==> config.mk <==
export PLATFORM = sky130hd
export DESIGN_NAME = axi_read_arbiter_flat
export DESIGN_NICKNAME = d
export VERILOG_FILES = /design/src/rtl/axi_read_arbiter_if.sv /design/src/rtl/axi_read_arbiter.sv /design/src/flat_wrapper.sv
export SDC_FILE = /design/constraint.sdc
export NUM_CORES = 1
export LEC_CHECK = 0
export CAP_MARGIN = 20
export CORE_ASPECT_RATIO = 1.1
export CORE_MARGIN = 3
export CORE_UTILIZATION = 34
export CTS_CLUSTER_DIAMETER = 50
export DETAILED_ROUTE_END_ITERATION = 10
export PLACE_DENSITY_LB_ADDON = 0.08
export SLEW_MARGIN = 20
export SYNTH_ARGS = -nofsm -noshare
export SYNTH_HDL_FRONTEND = slang
export SYNTH_SLANG_ARGS = --single-unit
==> constraint.sdc <==
create_clock -name ACLK -period 2.2 [get_ports ACLK]
set_input_delay 0.33 -clock ACLK [delete_from_list [all_inputs] [get_ports ACLK]]
set_output_delay 0.33 -clock ACLK [all_outputs]
set_load 0.01 [all_outputs]
==> src/rtl/axi_read_arbiter_if.sv <==
// One AXI read port (AR + R channels). The ID width is a parameter so the same
// bundle serves the 4-bit master ports and the 8-bit slave port.
interface axi_read_arbiter_if #(
    parameter int unsigned IdWidth = 4
);
    logic [IdWidth-1:0] ARID;
    logic [31:0]        ARADDR;
    logic [3:0]         ARLEN;
    logic [2:0]         ARSIZE;
    logic [1:0]         ARBURST;
    logic               ARVALID;
    logic               ARREADY;
    logic [IdWidth-1:0] RID;
    logic [31:0]        RDATA;
    logic [1:0]         RRESP;
    logic               RLAST;
    logic               RVALID;
    logic               RREADY;

    // Initiator side: issues AR requests and accepts R beats.
    modport master (
        output ARID, ARADDR, ARLEN, ARSIZE, ARBURST, ARVALID, RREADY,
        input  ARREADY, RID, RDATA, RRESP, RLAST, RVALID
    );

    // Target side: accepts AR requests and returns R beats.
    modport slave (
        input  ARID, ARADDR, ARLEN, ARSIZE, ARBURST, ARVALID, RREADY,
        output ARREADY, RID, RDATA, RRESP, RLAST, RVALID
    );
endinterface

==> src/rtl/axi_read_arbiter.sv <==
// Two-master, one-slave arbiter for the AXI read channels. One read is in
// flight at a time; the grant is held from the AR handshake until the R beat
// carrying RLAST. Round-robin on contention, M0 first after reset.
module axi_read_arbiter #(
    parameter logic [3:0] MASTER_TAG0 = 4'h0,
    parameter logic [3:0] MASTER_TAG1 = 4'h1
) (
    input  logic               ACLK,
    input  logic               ARESETn,
    axi_read_arbiter_if.slave  io_m0,
    axi_read_arbiter_if.slave  io_m1,
    axi_read_arbiter_if.master io_s,
    output logic               id_err
);

    typedef enum logic [1:0] {
        StIdle = 2'd0,
        StAddr = 2'd1,
        StData = 2'd2
    } state_e;

    state_e      r_state;
    logic        r_grant;
    logic        r_last_grant;
    logic        r_id_err;
    logic        r_arvalid_s;
    logic [7:0]  r_arid_s;
    logic [31:0] r_araddr_s;
    logic [3:0]  r_arlen_s;
    logic [2:0]  r_arsize_s;
    logic [1:0]  r_arburst_s;

    logic        w_req0;
    logic        w_req1;
    logic        w_pick;
    logic [3:0]  w_grant_tag;
    logic        w_in_addr;
    logic        w_in_data;
    logic        w_tag_match;
    logic        w_fwd;
    logic        w_rready_grant;
    logic        w_sink;
    logic        w_last_hs;

    assign w_req0 = io_m0.ARVALID;
    assign w_req1 = io_m1.ARVALID;

    // On contention the master that did not win last time goes next.
    assign w_pick = (w_req0 && w_req1) ? ~r_last_grant : w_req1;

    assign w_grant_tag    = r_grant ? MASTER_TAG1 : MASTER_TAG0;
    assign w_in_addr      = (r_state == StAddr);
    assign w_in_data      = (r_state == StData);
    assign w_tag_match    = (io_s.RID[7:4] == w_grant_tag);
    assign w_fwd          = w_in_data && w_tag_match;
    assign w_rready_grant = r_grant ? io_m1.RREADY : io_m0.RREADY;
    // A beat whose tag does not belong to the granted master is drained here.
    assign w_sink         = w_in_data && !w_tag_match && io_s.RVALID;
    assign w_last_hs      = w_fwd && io_s.RVALID && w_rready_grant && io_s.RLAST;

    // Arbitration FSM: latch request in IDLE, present it in ADDR, route beats in DATA.
    always_ff @(posedge ACLK or negedge ARESETn) begin
        if (!ARESETn) begin
            r_state      <= StIdle;
            r_grant      <= 1'b0;
            r_last_grant <= 1'b1;
            r_id_err     <= 1'b0;
            r_arvalid_s  <= 1'b0;
            r_arid_s     <= 8'h00;
            r_araddr_s   <= 32'h0000_0000;
            r_arlen_s    <= 4'h0;
            r_arsize_s   <= 3'h0;
            r_arburst_s  <= 2'h0;
        end else begin
            case (r_state)
                StIdle: begin
                    if (w_req0 || w_req1) begin
                        r_grant     <= w_pick;
                        r_arvalid_s <= 1'b1;
                        r_state     <= StAddr;
                        if (w_pick) begin
                            r_arid_s    <= {MASTER_TAG1, io_m1.ARID};
                            r_araddr_s  <= io_m1.ARADDR;
                            r_arlen_s   <= io_m1.ARLEN;
                            r_arsize_s  <= io_m1.ARSIZE;
                            r_arburst_s <= io_m1.ARBURST;
                        end else begin
                            r_arid_s    <= {MASTER_TAG0, io_m0.ARID};
                            r_araddr_s  <= io_m0.ARADDR;
                            r_arlen_s   <= io_m0.ARLEN;
                            r_arsize_s  <= io_m0.ARSIZE;
                            r_arburst_s <= io_m0.ARBURST;
                        end
                    end
                end
                StAddr: begin
                    if (r_arvalid_s && io_s.ARREADY) begin
                        r_arvalid_s  <= 1'b0;
                        r_last_grant <= r_grant;
                        r_state      <= StData;
                    end
                end
                StData: begin
                    if (w_sink) begin
                        r_id_err <= 1'b1;
                    end
                    // ARLEN is not counted; RLAST alone closes the burst.
                    if (w_last_hs) begin
                        r_state <= StIdle;
                    end
                end
                default: begin
                    r_state <= StIdle;
                end
            endcase
        end
    end

    // Slave AR channel comes straight from the latched request.
    assign io_s.ARVALID = r_arvalid_s;
    assign io_s.ARID    = r_arid_s;
    assign io_s.ARADDR  = r_araddr_s;
    assign io_s.ARLEN   = r_arlen_s;
    assign io_s.ARSIZE  = r_arsize_s;
    assign io_s.ARBURST = r_arburst_s;

    // Mismatched beats are always accepted so the slave cannot wedge.
    assign io_s.RREADY = w_in_data && (w_tag_match ? w_rready_grant : 1'b1);

    // The granted master sees the slave AR handshake in the same cycle.
    assign io_m0.ARREADY = w_in_addr && !r_grant && io_s.ARREADY;
    assign io_m1.ARREADY = w_in_addr &&  r_grant && io_s.ARREADY;

    assign io_m0.RVALID = w_fwd && !r_grant && io_s.RVALID;
    assign io_m1.RVALID = w_fwd &&  r_grant && io_s.RVALID;

    // R payload is shared from the slave bus; qualified only by RVALID.
    assign io_m0.RID   = io_s.RID[3:0];
    assign io_m0.RDATA = io_s.RDATA;
    assign io_m0.RRESP = io_s.RRESP;
    assign io_m0.RLAST = io_s.RLAST;
    assign io_m1.RID   = io_s.RID[3:0];
    assign io_m1.RDATA = io_s.RDATA;
    assign io_m1.RRESP = io_s.RRESP;
    assign io_m1.RLAST = io_s.RLAST;

    assign id_err = r_id_err;

endmodule

==> src/flat_wrapper.sv <==
// flat-port wrapper written by rule: the top's interface ports become plain ports
module axi_read_arbiter_flat 
#(
    parameter logic [3:0] MASTER_TAG0 = 4'h0,
    parameter logic [3:0] MASTER_TAG1 = 4'h1
)
  (ACLK, ARESETn, id_err, io_m0_ARID, io_m0_ARADDR, io_m0_ARLEN, io_m0_ARSIZE, io_m0_ARBURST, io_m0_ARVALID, io_m0_RREADY, io_m0_ARREADY, io_m0_RID, io_m0_RDATA, io_m0_RRESP, io_m0_RLAST, io_m0_RVALID, io_m1_ARID, io_m1_ARADDR, io_m1_ARLEN, io_m1_ARSIZE, io_m1_ARBURST, io_m1_ARVALID, io_m1_RREADY, io_m1_ARREADY, io_m1_RID, io_m1_RDATA, io_m1_RRESP, io_m1_RLAST, io_m1_RVALID, io_s_ARID, io_s_ARADDR, io_s_ARLEN, io_s_ARSIZE, io_s_ARBURST, io_s_ARVALID, io_s_RREADY, io_s_ARREADY, io_s_RID, io_s_RDATA, io_s_RRESP, io_s_RLAST, io_s_RVALID);
  axi_read_arbiter_if #(.IdWidth(4)) io_m0_i ();
  axi_read_arbiter_if #(.IdWidth(4)) io_m1_i ();
  axi_read_arbiter_if #(.IdWidth(8)) io_s_i ();
  input  logic ACLK;
  input  logic ARESETn;
  output logic id_err;
  input wire logic [$bits(io_m0_i.ARID)-1:0] io_m0_ARID;
  input wire logic [$bits(io_m0_i.ARADDR)-1:0] io_m0_ARADDR;
  input wire logic [$bits(io_m0_i.ARLEN)-1:0] io_m0_ARLEN;
  input wire logic [$bits(io_m0_i.ARSIZE)-1:0] io_m0_ARSIZE;
  input wire logic [$bits(io_m0_i.ARBURST)-1:0] io_m0_ARBURST;
  input wire logic [$bits(io_m0_i.ARVALID)-1:0] io_m0_ARVALID;
  input wire logic [$bits(io_m0_i.RREADY)-1:0] io_m0_RREADY;
  output wire logic [$bits(io_m0_i.ARREADY)-1:0] io_m0_ARREADY;
  output wire logic [$bits(io_m0_i.RID)-1:0] io_m0_RID;
  output wire logic [$bits(io_m0_i.RDATA)-1:0] io_m0_RDATA;
  output wire logic [$bits(io_m0_i.RRESP)-1:0] io_m0_RRESP;
  output wire logic [$bits(io_m0_i.RLAST)-1:0] io_m0_RLAST;
  output wire logic [$bits(io_m0_i.RVALID)-1:0] io_m0_RVALID;
  input wire logic [$bits(io_m1_i.ARID)-1:0] io_m1_ARID;
  input wire logic [$bits(io_m1_i.ARADDR)-1:0] io_m1_ARADDR;
  input wire logic [$bits(io_m1_i.ARLEN)-1:0] io_m1_ARLEN;
  input wire logic [$bits(io_m1_i.ARSIZE)-1:0] io_m1_ARSIZE;
  input wire logic [$bits(io_m1_i.ARBURST)-1:0] io_m1_ARBURST;
  input wire logic [$bits(io_m1_i.ARVALID)-1:0] io_m1_ARVALID;
  input wire logic [$bits(io_m1_i.RREADY)-1:0] io_m1_RREADY;
  output wire logic [$bits(io_m1_i.ARREADY)-1:0] io_m1_ARREADY;
  output wire logic [$bits(io_m1_i.RID)-1:0] io_m1_RID;
  output wire logic [$bits(io_m1_i.RDATA)-1:0] io_m1_RDATA;
  output wire logic [$bits(io_m1_i.RRESP)-1:0] io_m1_RRESP;
  output wire logic [$bits(io_m1_i.RLAST)-1:0] io_m1_RLAST;
  output wire logic [$bits(io_m1_i.RVALID)-1:0] io_m1_RVALID;
  output wire logic [$bits(io_s_i.ARID)-1:0] io_s_ARID;
  output wire logic [$bits(io_s_i.ARADDR)-1:0] io_s_ARADDR;
  output wire logic [$bits(io_s_i.ARLEN)-1:0] io_s_ARLEN;
  output wire logic [$bits(io_s_i.ARSIZE)-1:0] io_s_ARSIZE;
  output wire logic [$bits(io_s_i.ARBURST)-1:0] io_s_ARBURST;
  output wire logic [$bits(io_s_i.ARVALID)-1:0] io_s_ARVALID;
  output wire logic [$bits(io_s_i.RREADY)-1:0] io_s_RREADY;
  input wire logic [$bits(io_s_i.ARREADY)-1:0] io_s_ARREADY;
  input wire logic [$bits(io_s_i.RID)-1:0] io_s_RID;
  input wire logic [$bits(io_s_i.RDATA)-1:0] io_s_RDATA;
  input wire logic [$bits(io_s_i.RRESP)-1:0] io_s_RRESP;
  input wire logic [$bits(io_s_i.RLAST)-1:0] io_s_RLAST;
  input wire logic [$bits(io_s_i.RVALID)-1:0] io_s_RVALID;
  assign io_m0_i.ARID = io_m0_ARID;
  assign io_m0_i.ARADDR = io_m0_ARADDR;
  assign io_m0_i.ARLEN = io_m0_ARLEN;
  assign io_m0_i.ARSIZE = io_m0_ARSIZE;
  assign io_m0_i.ARBURST = io_m0_ARBURST;
  assign io_m0_i.ARVALID = io_m0_ARVALID;
  assign io_m0_i.RREADY = io_m0_RREADY;
  assign io_m0_ARREADY = io_m0_i.ARREADY;
  assign io_m0_RID = io_m0_i.RID;
  assign io_m0_RDATA = io_m0_i.RDATA;
  assign io_m0_RRESP = io_m0_i.RRESP;
  assign io_m0_RLAST = io_m0_i.RLAST;
  assign io_m0_RVALID = io_m0_i.RVALID;
  assign io_m1_i.ARID = io_m1_ARID;
  assign io_m1_i.ARADDR = io_m1_ARADDR;
  assign io_m1_i.ARLEN = io_m1_ARLEN;
  assign io_m1_i.ARSIZE = io_m1_ARSIZE;
  assign io_m1_i.ARBURST = io_m1_ARBURST;
  assign io_m1_i.ARVALID = io_m1_ARVALID;
  assign io_m1_i.RREADY = io_m1_RREADY;
  assign io_m1_ARREADY = io_m1_i.ARREADY;
  assign io_m1_RID = io_m1_i.RID;
  assign io_m1_RDATA = io_m1_i.RDATA;
  assign io_m1_RRESP = io_m1_i.RRESP;
  assign io_m1_RLAST = io_m1_i.RLAST;
  assign io_m1_RVALID = io_m1_i.RVALID;
  assign io_s_ARID = io_s_i.ARID;
  assign io_s_ARADDR = io_s_i.ARADDR;
  assign io_s_ARLEN = io_s_i.ARLEN;
  assign io_s_ARSIZE = io_s_i.ARSIZE;
  assign io_s_ARBURST = io_s_i.ARBURST;
  assign io_s_ARVALID = io_s_i.ARVALID;
  assign io_s_RREADY = io_s_i.RREADY;
  assign io_s_i.ARREADY = io_s_ARREADY;
  assign io_s_i.RID = io_s_RID;
  assign io_s_i.RDATA = io_s_RDATA;
  assign io_s_i.RRESP = io_s_RRESP;
  assign io_s_i.RLAST = io_s_RLAST;
  assign io_s_i.RVALID = io_s_RVALID;
  axi_read_arbiter #(.MASTER_TAG0(MASTER_TAG0), .MASTER_TAG1(MASTER_TAG1)) u_core (.ACLK(ACLK), .ARESETn(ARESETn), .io_m0(io_m0_i), .io_m1(io_m1_i), .io_s(io_s_i), .id_err(id_err));
endmodule
[Word-level counts from Yosys, hierarchy flattened]
Index checks and enable logic that the tools add are counted.
Word-level totals
  input bits: 141
  bits in registers: 55
Cells by class
  reductions and logical operators: 27
  mux-type cells: 16
  bitwise gates (word level): 1
  equal/unequal tests: 6
Operator list (number)
  two-way mux 32 bit: 1
  logical AND 1 bit: 17
  two-way mux 2 bit: 4
  two-way mux 1 bit: 6
  case mux 2 bit (3 select lines): 1
  AND reduction 2 bit: 3
  AND reduction 3 bit: 2
  two-way mux 5 bit: 1
  == test 4 bit: 1
  two-way mux 4 bit: 1
  != test 2 bit (second input constant): 2
  two-way mux 3 bit: 1
  == test 2 x 1 -> 1 bit (second input constant): 1
  == test 2 bit (second input constant): 1
  logical NOT 1 bit: 2
  logical NOT 2 bit: 1
  != test 2 x 1 -> 1 bit (second input constant): 1
  case mux 1 bit (2 select lines): 1
  nonzero test 2 bit: 1
  logical OR 1 bit: 1
  inverter 1 bit: 1

[Logic depth before layout (Yosys ltp)]
Gate-level depths: netlist of run 1.
  word-level depth: 8
  gate-level depth with buffers: 5
  mapped depth without buffers: 3

[Worst setup path after synthesis of run 1]
Ideal clock, no wire load.
  path kind: register to output
  start: reg u_core.r_grant
  end: out io_m0_RVALID
  path buffers: 1
  cell stages (with the launch flop): 5
  data required time: 1870 ps
  data arrival time: 1325 ps
  setup slack: 545 ps
  cells stage by stage: dfrtp_1 > clkbuf_1 > xor2_1 > or2_2 > nor3_1
Between the ends
  word-level cells in the longest chain between the ends: 5
  elaborated cells on any way between the ends: 6
RTL lines
  start: declaration: line axi_read_arbiter.sv:23  | logic r_grant;
  start signal: assignment: line axi_read_arbiter.sv:78  | r_grant <= w_pick;
  two-way mux 1 bit: line axi_read_arbiter.sv:51  | assign w_grant_tag = r_grant ? MASTER_TAG1 : MASTER_TAG0;
  == test 4 bit: line axi_read_arbiter.sv:54  | assign w_tag_match = (io_s.RID[7:4] == w_grant_tag);
  logical AND 1 bit: line axi_read_arbiter.sv:55  | assign w_fwd = w_in_data && w_tag_match;
  logical AND 1 bit * (2 in a row): line axi_read_arbiter.sv:134  | assign io_m0.RVALID = w_fwd && !r_grant && io_s.RVALID;
  end: declaration: line flat_wrapper.sv:26  | output wire logic [$bits(io_m0_i.RVALID)-1:0] io_m0_RVALID;
Mark *: on every way between the ends. The rest lies on a longest branch, timed or not.

[Worst setup path after layout of run 1]
  start: in io_s_RID[5]
  end: out io_m0_RVALID
Between the ends
  word-level cells in the longest chain between the ends: 4
RTL lines
  start: declaration: line flat_wrapper.sv:48  | input wire logic [$bits(io_s_i.RID)-1:0] io_s_RID;
  == test 4 bit: line axi_read_arbiter.sv:54
  logical AND 1 bit: line axi_read_arbiter.sv:55
  logical AND 1 bit (2 in a row): line axi_read_arbiter.sv:134
No other way between the ends.

==> impl_metrics.csv, run 1 <==
group,metric,value,unit
run,max_cap_viol_count,0,
layout,multi_input_area,1520,µm²
worst_setup_path,path_buf_inv,2,
layout,antenna_cells,0,
sta,fin_crit_sh,94.63,%
routing,drc_errors,0,
global_routing,grt_pass1_wl,11570,µm
sta,timing.fmax,480.3,MHz
worst_setup_path,cp_max_fo,2,
worst_setup_path,cp_slowest_cell,"clkdlybuf4s50_1",
die,die_y,112.6,µm
routing,vias_per_cell,4.444,
power_and_ir_drop,power,5375,µW
worst_setup_path,path_delay_family,"simple AND/OR/NAND/NOR gates",
die,coreArea,9985,µm²
clocking,tritoncts,"built",
global_routing,grt_max_degree,29,
routing,routedWlPerCell,16.48,µm
sta,holdWs,0.02296,ns
sta,slew-limit-headroom,60.60,%
clocking,cts-root-buf,"clkbuf_8",
layout,nFillCells,906,
routing,drt_first_pass_iters,4,
synthesis,synth_edf_count,0,
synthesis,yosys.area.top_type,"dfrtp_1",
layout,area_growth,34.58,%
sta,worst_slack,0.1180,ns
die,die_w,102.9,µm
worst_setup_path,worstSetupPathType,"input port to output pin",
synthesis,synth_seq_cells,51,
sta,slew_violations,0,
synthesis,synth_commonest_cells,"buf_4, mux2_4, dfrtp_1, mux2_2",
layout,seq_area,1279,µm²
synthesis,ys_async_sr_fraction,100.0,%
clocking,numCtsBuffers,5,
die,row_count,38,
routing,antenna_left,0,
worst_setup_path,reg2reg_slack,0.59,ns
sta,fin_crit,2.082,ns
worst_setup_path,cp.required,1.87,ns
die,initial_core_util,35.15,%
global_routing,grt-ovfl-total,0,
global_routing,antenna_found_initial,0,
synthesis,syn_avg_cell_area,13.34,µm²
worst_setup_path,r2r_start,"u_core.r_last_grant",
die,die_area,11580,µm²
power_and_ir_drop,p_leak,0.002069,µW
synthesis,yosysMostFrequentCell,"buf_4",
sta,hold_viol_final,0,
worst_setup_path,cp.arrival,1.75,ns
power_and_ir_drop,power_density,1138,nW/µm²
worst_setup_path,crit_start,"io_s_RID[5]",
clocking,cts_sinks,51,
clocking,cts_max_path_buffers,2,
placement,numPortBuffers,157,
sta,worst_pin_slew,0.5911,ns
synthesis,synth_ff_type,"dfrtp_1",
synthesis,ys_types,29,
clocking,clkTransAtPathRegs,0.09,ns
placement,dpl.hpwl,5882,µm
global_routing,first_global_vias,2272,
die,io_pins,275,
synthesis,yosys.area.top_type_share,35.65,%
synthesis,ys.warnings.count,0,
placement,place_ws,-0.3978,ns
power_and_ir_drop,irDropWorstVdd,527.4,µV
routing,vias,2071,
sta,rsz0062_at_grt,"no",
sta,setup_viol,0,
min_path,hp-class,"input port to asynchronous set/reset pin",
sta,clock_skew,0.006627,ns
clocking,insertion_delay,0.30,ns
worst_setup_path,cp-end-kind,"output pin",
layout,drive_gt1_share,34.10,%
worst_setup_path,crit_chain,"clkdlybuf4s50_1 -> or3_1 -> or2_2 -> nor3_1 -> clkbuf_2",
placement,gp_congestion,0.6908,
synthesis,syn_area,3510,µm²
clocking,cts-hold-fix-buffers,0,
layout,final_nets,486,
clocking,cts_max_level,2,
status,status,"finished clean",
worst_setup_path,critPathMaxStageDelay,0.39,ns
synthesis,synthCells,263,
synthesis,synth.yosys.seq_area_share,36.40,%
worst_setup_path,startpoint_type,"input port",
synthesis,yosys-top-cells-area,"dfrtp_1, mux2_4, buf_4",
global_routing,track_usage,13.02,%
routing,drtIter0Drc,48,
routing,finalWirelength,7679,µm
==> worst register-to-register path, delay by kind of cell, from the launching register on <==
family | cells | cell delay, ns
compound gates | 1 | 0.23
buf+inv | 1 | 0.24
mux | 2 | 0.64
flops | 1 | 0.39
==> what timing repair did <==
item,CTS,global route
resized for setup,6,6
setup buffers,0,0
gates cloned,0,0
hold endpoints to repair,0,0
endpoints found under the setup margin,3,4
==> state kept, by name, summed over array words and instances (netlist names) <==
signal and cells:
u_core.io_s.ARADDR 32, u_core.io_s.ARID 4, u_core.io_s.ARLEN 4, u_core.io_s.ARSIZE 3, u_core.io_s.ARBURST 2, u_core.r_state 2, u_core.id_err 1, u_core.io_s.ARVALID 1
u_core.r_grant 1, u_core.r_last_grant 1
==> final cells by class <==
class / instances / area share [%]
timing repair buffer: 166 / 35.68
multi-input combinational: 120 / 32.19
sequential: 51 / 27.07
tap: 120 / 3.179
clock buffer: 6 / 1.536
clock inverter: 2 / 0.2649
inverter: 1 / 0.07947
==> worst paths after layout <==
check                                         to  cells after the start
min reg2reg                u_core.io_s.ARSIZE[2]                      1
max reg2reg                  u_core.io_s.ARID[1]                      4
min in group ACLK          u_core.io_s.ARSIZE[2]                      1
max in group asynchronous  u_core.io_s.ARSIZE[2]                      2
min                        u_core.io_s.ARADDR[5]                      1
max                                 io_m0_RVALID                      5
==> routing by layer <==
metal  GRT usage, %  share of wire, %  vias to the layer above  wire length, µm
met2          21.79                48                       96             3677
met1          15.37                39                      972             2985
met3          3.729                10                       34              773
met4          5.613               3.2                        0              243
met5              0                 0                        -                0
li1               -                 -                      969                -
==> layout by cell type (no fill, tap or decap), types with 2 or more instances in the layout <==
cell,Yosys,layout
dfrtp_1,50,49
mux2_4,78,78
conb_1,1,3
a21o_1,2,2
nor2_1,4,4
buf_2,2,2
nor3_4,0,2
buf_12,4,5
buf_4,85,4
nand2_1,3,3
mux2_2,14,14
clkdlybuf4s50_1,0,153
clkbuf_8,0,5
==> stage by stage <==
step	cells	area, µm²	TNS [ns]	util (%)
after floorplan	265	3517	0	-
after global placement	458	4634	-0.7510	46.42
after detailed placement	458	4634	-0.7491	46.42
after CTS	466	4723	-0.01037	47.31
after global routing	466	4723	0	47.31
final	466	4723	0	47.31
==> logic make-up (layout without fill, tap and decap cells) <==
group | Yosys count | in the layout | synth area share [%]
buf+inv | 94 | 175 | 21.28
mux | 93 | 93 | 38.15
flops | 51 | 51 | 36.40
simple gates | 17 | 17 | 2.567
compound gates | 6 | 6 | 1.247
other cells | 1 | 3 | 0.1068
xor+xnor | 1 | 1 | 0.2496
==> power breakdown <==
part / internal, µW / switching [µW] / leakage, µW
Clock: 223 / 310 / 0.0000412
Combinational: 2060 / 1070 / 0.00144
Sequential: 1430 / 282 / 0.000592
Total: 3710 / 1670 / 0.00207
Note: power is estimated with default switching activity, not from simulation.
==> inputs of run 2 (changes only) <==
--- a/config.mk
+++ b/config.mk
@@ -9,7 +9,6 @@
 export CORE_ASPECT_RATIO = 1.1
 export CORE_MARGIN = 3
 export CORE_UTILIZATION = 34
-export CTS_CLUSTER_DIAMETER = 50
 export DETAILED_ROUTE_END_ITERATION = 10
 export PLACE_DENSITY_LB_ADDON = 0.08
 export SLEW_MARGIN = 20
==> results of run 2 <==
Same layout as run 1: the final DEF is identical, and so are final timing and power.
==> inputs of run 3 (changes only) <==
--- a/config.mk
+++ b/config.mk
@@ -5,6 +5,7 @@
 export SDC_FILE = /design/constraint.sdc
 export NUM_CORES = 1
 export LEC_CHECK = 0
+export ABC_CLOCK_PERIOD_IN_PS = 2200
 export CAP_MARGIN = 20
 export CORE_ASPECT_RATIO = 1.1
 export CORE_MARGIN = 3
==> results of run 3 <==
Same layout as run 1: the final DEF is identical, and so are final timing and power.
